[src/rtl/time_frame_streamer_if.sv]
// Byte-stream channel from the frame renderer to the OLED page writer.
// The master drives data/valid/last and the slave drives ready.
interface time_frame_streamer_if;
  logic [7:0] m_data;
  logic       m_valid;
  logic       m_ready;
  logic       m_last;

  modport master (output m_data, output m_valid, output m_last, input m_ready);
  modport slave  (input m_data, input m_valid, input m_last, output m_ready);
endinterface

[src/rtl/time_frame_streamer.sv]
// Renders packed HH:MM:SS into a 5x7 column-font byte frame and streams it out.
// Optional macro COLON_BLINK_EN blanks both colons while the seconds ones digit is odd.
module time_frame_streamer #(
  parameter int unsigned GAP_COLS = 1,
  parameter int unsigned GLYPH_W  = 5
) (
  input  logic                          CLK,
  input  logic                          NRST,
  input  logic [6:0]                    hr,
  input  logic [6:0]                    min,
  input  logic [6:0]                    sec,
  input  logic                          force_req,
  time_frame_streamer_if.master         m,
  output logic                          busy
);

  localparam int unsigned COLS     = GLYPH_W + GAP_COLS;
  localparam logic [2:0]  LAST_COL = 3'(COLS - 1);

  typedef enum logic [1:0] {
    IDLE,
    LOAD,
    SEND
  } state_t;

  state_t     state_q, state_d;
  logic [6:0] hr_q, hr_d, min_q, min_d, sec_q, sec_d;
  logic [6:0] snap_hr_q, snap_hr_d, snap_min_q, snap_min_d, snap_sec_q, snap_sec_d;
  logic       pending_q, pending_d;
  logic [2:0] char_q, char_d, col_q, col_d;
  logic [7:0] data_q, data_d;
  logic       valid_q, valid_d;
  logic       last_q, last_d;
  logic       busy_q, busy_d;
  logic       changed;
  logic [2:0] char_n, col_n;

  function automatic logic [7:0] font_col(input logic [3:0] d, input logic [2:0] col);
    logic [39:0] g;
    logic [7:0]  b;
    case (d)
      4'd0:    g = 40'h3E_51_49_45_3E;
      4'd1:    g = 40'h00_42_7F_40_00;
      4'd2:    g = 40'h42_61_51_49_46;
      4'd3:    g = 40'h21_41_45_4B_31;
      4'd4:    g = 40'h18_14_12_7F_10;
      4'd5:    g = 40'h27_45_45_45_39;
      4'd6:    g = 40'h3C_4A_49_49_30;
      4'd7:    g = 40'h01_71_09_05_03;
      4'd8:    g = 40'h36_49_49_49_36;
      4'd9:    g = 40'h06_49_49_29_1E;
      default: g = '0;
    endcase
    case (col)
      3'd0:    b = g[39:32];
      3'd1:    b = g[31:24];
      3'd2:    b = g[23:16];
      3'd3:    b = g[15:8];
      3'd4:    b = g[7:0];
      default: b = '0;
    endcase
    return b;
  endfunction

  // Character slots: H1 H0 ':' M1 M0 ':' S1 S0; tens fields are zero-extended.
  function automatic logic [7:0] render(input logic [6:0] h, input logic [6:0] mi,
                                        input logic [6:0] s, input logic [2:0] ch,
                                        input logic [2:0] col);
    logic [3:0] d;
    logic       colon;
    logic [7:0] b;
    d     = '0;
    colon = 1'b0;
    case (ch)
      3'd0:    d = {1'b0, h[6:4]};
      3'd1:    d = h[3:0];
      3'd3:    d = {1'b0, mi[6:4]};
      3'd4:    d = mi[3:0];
      3'd6:    d = {1'b0, s[6:4]};
      3'd7:    d = s[3:0];
      default: colon = 1'b1;
    endcase
    if (colon) begin
      b = (col == 3'd1 || col == 3'd2) ? 8'h36 : 8'h00;
`ifdef COLON_BLINK_EN
      if (s[0]) b = 8'h00;
`endif
    end else begin
      b = font_col(d, col);
    end
    return b;
  endfunction

  always_comb begin
    state_d    = state_q;
    hr_d       = hr;
    min_d      = min;
    sec_d      = sec;
    snap_hr_d  = snap_hr_q;
    snap_min_d = snap_min_q;
    snap_sec_d = snap_sec_q;
    char_d     = char_q;
    col_d      = col_q;
    data_d     = data_q;
    valid_d    = valid_q;
    last_d     = last_q;
    busy_d     = busy_q;
    char_n     = char_q;
    col_n      = col_q;
    changed    = {hr_q, min_q, sec_q} != {snap_hr_q, snap_min_q, snap_sec_q};
    pending_d  = pending_q | changed | force_req;

    case (state_q)
      IDLE: begin
        if (pending_q) state_d = LOAD;
      end
      LOAD: begin
        // The first byte renders from the values being captured, not the old snapshot.
        snap_hr_d  = hr_q;
        snap_min_d = min_q;
        snap_sec_d = sec_q;
        pending_d  = force_req;
        char_d     = '0;
        col_d      = '0;
        busy_d     = 1'b1;
        valid_d    = 1'b1;
        last_d     = 1'b0;
        data_d     = render(hr_q, min_q, sec_q, 3'd0, 3'd0);
        state_d    = SEND;
      end
      SEND: begin
        if (valid_q && m.m_ready) begin
          if (last_q) begin
            valid_d = 1'b0;
            last_d  = 1'b0;
            busy_d  = 1'b0;
            data_d  = '0;
            state_d = IDLE;
          end else begin
            if (col_q == LAST_COL) begin
              col_n  = '0;
              char_n = char_q + 3'd1;
            end else begin
              col_n  = col_q + 3'd1;
            end
            char_d = char_n;
            col_d  = col_n;
            data_d = render(snap_hr_q, snap_min_q, snap_sec_q, char_n, col_n);
            last_d = (char_n == 3'd7) && (col_n == LAST_COL);
          end
        end
      end
      default: state_d = IDLE;
    endcase
  end

  always_ff @(posedge CLK or negedge NRST) begin
    if (!NRST) begin
      state_q    <= IDLE;
      hr_q       <= '0;
      min_q      <= '0;
      sec_q      <= '0;
      snap_hr_q  <= '0;
      snap_min_q <= '0;
      snap_sec_q <= '0;
      pending_q  <= 1'b1;
      char_q     <= '0;
      col_q      <= '0;
      data_q     <= '0;
      valid_q    <= 1'b0;
      last_q     <= 1'b0;
      busy_q     <= 1'b0;
    end else begin
      state_q    <= state_d;
      hr_q       <= hr_d;
      min_q      <= min_d;
      sec_q      <= sec_d;
      snap_hr_q  <= snap_hr_d;
      snap_min_q <= snap_min_d;
      snap_sec_q <= snap_sec_d;
      pending_q  <= pending_d;
      char_q     <= char_d;
      col_q      <= col_d;
      data_q     <= data_d;
      valid_q    <= valid_d;
      last_q     <= last_d;
      busy_q     <= busy_d;
    end
  end

  assign m.m_data  = data_q;
  assign m.m_valid = valid_q;
  assign m.m_last  = last_q;
  assign busy      = busy_q;

endmodule

[src/flat_wrapper.sv]
// flat-port wrapper written by rule: the top's interface ports become plain ports
module time_frame_streamer_flat 
#(
  parameter int unsigned GAP_COLS = 1,
  parameter int unsigned GLYPH_W  = 5
)
  (CLK, NRST, hr, min, sec, force_req, busy, m_m_data, m_m_valid, m_m_last, m_m_ready);
  time_frame_streamer_if m_i ();
  input  logic CLK;
  input  logic NRST;
  input  logic [6:0] hr;
  input  logic [6:0] min;
  input  logic [6:0] sec;
  input  logic force_req;
  output logic busy;
  output wire logic [$bits(m_i.m_data)-1:0] m_m_data;
  output wire logic [$bits(m_i.m_valid)-1:0] m_m_valid;
  output wire logic [$bits(m_i.m_last)-1:0] m_m_last;
  input wire logic [$bits(m_i.m_ready)-1:0] m_m_ready;
  assign m_m_data = m_i.m_data;
  assign m_m_valid = m_i.m_valid;
  assign m_m_last = m_i.m_last;
  assign m_i.m_ready = m_m_ready;
  time_frame_streamer #(.GAP_COLS(GAP_COLS), .GLYPH_W(GLYPH_W)) u_core (.CLK(CLK), .NRST(NRST), .hr(hr), .min(min), .sec(sec), .force_req(force_req), .m(m_i), .busy(busy));
endmodule
[config.mk]
export PLATFORM = sky130hd
export DESIGN_NAME = time_frame_streamer_flat
export DESIGN_NICKNAME = d
export VERILOG_FILES = /design/src/rtl/time_frame_streamer_if.sv /design/src/rtl/time_frame_streamer.sv /design/src/flat_wrapper.sv
export SDC_FILE = /design/constraint.sdc
export NUM_CORES = 1
export LEC_CHECK = 0
export ABC_CLOCK_PERIOD_IN_PS = 3500
export CAP_MARGIN = 20
export CORE_MARGIN = 2
export CORE_UTILIZATION = 58
export DETAILED_ROUTE_END_ITERATION = 16
export GPL_ROUTABILITY_DRIVEN = 0
export PLACE_DENSITY = 0.87
export SYNTH_ARGS = -nofsm -noshare
export SYNTH_HDL_FRONTEND = slang
export SYNTH_SLANG_ARGS = --single-unit
[constraint.sdc]
create_clock -name CLK -period 3.5 [get_ports CLK]
set_input_delay 0.525 -clock CLK [delete_from_list [all_inputs] [get_ports CLK]]
set_output_delay 0.525 -clock CLK [all_outputs]
set_load 0.1 [all_outputs]
==> out/qor.yml <==
max_freq_mhz: 311
start_kind: "flop"
r2r_cells: 12
io_buffers: 34
dieArea_um2: 7150
cts_tree: "done"
cts_buffers: 9
synthArstFlopShare_pct: 100
worst_setup_path_end_kind: "flop"
synth_area_per_cell_um2: 10.4
grt_max_degree: 39
post-route-util_pct: 68.6
crit_start: "u_core.char_q[1]"
layout_common_cells: "59 x dfrtp_1, 33 x clkdlybuf4s50_1, 29 x nand2_1"
area.growth.synth_to_final_pct: 15.2
cts_sinks: 60
clk_pin_slew_worst_paths_ns: 0.09
fin_skew_ns: 0.0167
grt_pass1_vias: 2959
fill_cells: 468
synthDistinctLibCells: 63
cp_data_required_time_ns: 3.77
run_status: "finished, final reports clean"
yosysTopAreaCellShare_pct: 39.2
yosys_warnings: 0
drv_cap: 0
critical_path_buf_inv_count: 1
antenna_found_initial: 0
drc: 0
netlist_area_um2: 3760
drt_wl_total_um: 8790
synthFlopType: "dfrtp_1"
drive_above_1_share_pct: 18.1
worst_slew_pin_slew_ns: 0.978
nets: 441
crit_arrival_ns: 3.49
crit_type: "reg -> reg"
syn_nets: 405
period_minus_slack_ns: 3.22
grt_overflow: 0
peakVddDrop_mv: 0.665
p_leak_uw: 0.00189
cp_max_fo: 10
synth_edf_count: 0
ff2ff_setup_slack_ns: 0.28
drv_slew: 0
hpwl_um: 6130
slowest_stage: "dfrtp_1"
cp_num_cells: 12
tns_ns: 0
grt_use_total_pct: 26.0
rsz0062_at_grt: "no"
crit_path_max_incr_delay_ns: 0.48
detail-route-antenna-nets: 0
start_util_pct: 59.6
endpoint: "u_core.m.m_data[1]"
seq_area_frac_synth_pct: 39.9
timing.rr.start: "u_core.char_q[1]"
postCtsSetupBuffers: 0
seq_area_um2: 1500
grt_pass1_wl_um: 14600
powerDensity_nw_per_um2: 910
die_h_um: 84.6
synth_area_leaders: "dfrtp_1 39%, mux2_2 7.2%, ha_1 5.7%, xor2_1 4.2%, mux2i_1 2.9%"
min_path_type: "in -> async"
maxSlewHeadroom_pct: 34.6
core_um2: 6310
multi_input_area_um2: 2060
dr_total_vias: 3057
postSynthRegisterBits: 60
routedWlPerCell_um: 18.3
hold_viol_final: 0
io_pins: 36
clockRootBuffer: "clkbuf_8"
cp_top_family: "multiplexers"
dieWidth_um: 84.6
htree_levels: 3
clock_path_buffers: 2
antenna_cells: 0
worstPathCellList: "ha_1 -> mux2i_4 -> mux2_4 -> a21oi_2 -> mux2i_1 -> inv_1 -> ha_1 -> mux2_2 -> a21oi_1 -> o221ai_1 -> o21ai_0 -> a21oi_1"
first_pass_iters: 6
rows: 29
stdcell_count: 481
layout_commonest_cell: "dfrtp_1"
drtIter0Drc: 431
via_per_inst: 6.36
r2r-end: "u_core.m.m_data[1]"
synth_area_leader_cell: "dfrtp_1"
post-place-cells: 465
clock_latency_ns: 0.35
postSynthCellCount: 363
fin_crit_sh_pct: 92.0
finalSetupViolCount: 0
[final cells by class]
cell class                 count  share of cell area (%)
inverter                      12                    1.10
multi-input combinational    271                    47.6
clock inverter                 6                    1.59
tap                           77                    2.22
sequential                    60                    34.7
timing repair buffer          45                    9.64
clock buffer                  10                    3.18
[cells by family (layout without fill, tap and decap cells)]
| kind of cell | Yosys count | count (layout) | synth area share (%) |
|---|---|---|---|
| simple gates | 103 | 103 | 14.4 |
| compound gates | 84 | 84 | 15.1 |
| flops | 60 | 60 | 39.9 |
| mux | 39 | 39 | 11.7 |
| buf+inv | 32 | 73 | 5.49 |
| xor+xnor | 27 | 27 | 7.68 |
| fa+ha+maj | 17 | 17 | 5.65 |
| other cells | 1 | 1 | 0.0996 |
[routing by layer]
metal | track usage, % | up-vias | part of all wire [%]
li1 | - | 1390 | -
met1 | 32.8 | 1441 | 40
met2 | 41.3 | 181 | 48
met3 | 7.18 | 45 | 8.2
met4 | 12.8 | 0 | 3.8
met5 | 0 | - | 0
[stage by stage]
| step | total power, µW | instance area, µm² | setup slack [ns] | hold WS [ns] |
|---|---|---|---|---|
| 2_1_floorplan | 2740 | 3760 | 0.427 | 0.229 |
| 3_3_place_gp | 3150 | 4120 | 0.429 | 0.507 |
| 3_5_place_dp | 3210 | 4120 | 0.268 | 0.518 |
| 4_1_cts | 3900 | 4330 | 0.218 | 0.284 |
| 5_1_grt | 4170 | 4330 | 0.0965 | 0.317 |
| 6_report | 3950 | 4330 | 0.281 | 0.270 |
[synth_stat cells (all sizes together) (3+ instances only)]
master  number
a21oi       16
a31oi       12
and3         3
buf         15
clkbuf       5
dfrtp       59
ha          17
inv         12
mux2        27
mux2i       12
nand2       30
nand2b       3
nand3       12
nand4        9
nor2        19
nor2b        4
nor3         8
nor4         6
o21ai       23
o22ai       11
o31ai        4
xnor2        7
xor2        20
[sequential cells by signal, summed over array words and instances (netlist names)]
register,flops
u_core.char_q,3
u_core.snap_hr_q,7
u_core.m.m_last,1
u_core.hr_q,7
u_core.m.m_valid,1
u_core.col_q,3
u_core.snap_min_q,7
u_core.pending_q,1
u_core.min_q,7
u_core.state_q,2
u_core.snap_sec_q,7
u_core.m.m_data,7
u_core.sec_q,7
[power by group]
group | leakage, µW | switching, µW | internal [µW]
logic | 0.00107 | 1330 | 840
clock network | 0.000104 | 314 | 355
registers | 0.000714 | 204 | 907
total | 0.00189 | 1840 | 2100
[what timing repair did]
action / 4_1_cts / 5_1_grt
hold buffers: 0 / 0
gates resized for setup: 0 / 1
endpoints found under the hold margin: 0 / 0
setup endpoints to repair: 0 / 2
[how the worst min path moves through the flow]
stage / end / slack (ns) / cells past startpoint
after floorplan: u_core.char_q[0] / 0.23 / 0
final: u_core.sec_q[6] / 0.27 / 1
after global placement: u_core.snap_hr_q[2] / 0.51 / 1
after CTS: u_core.sec_q[6] / 0.28 / 1
after global routing: u_core.sec_q[6] / 0.32 / 1
after detailed placement: u_core.snap_hr_q[3] / 0.52 / 1
No activity file was read; power rests on OpenSTA's default activity.
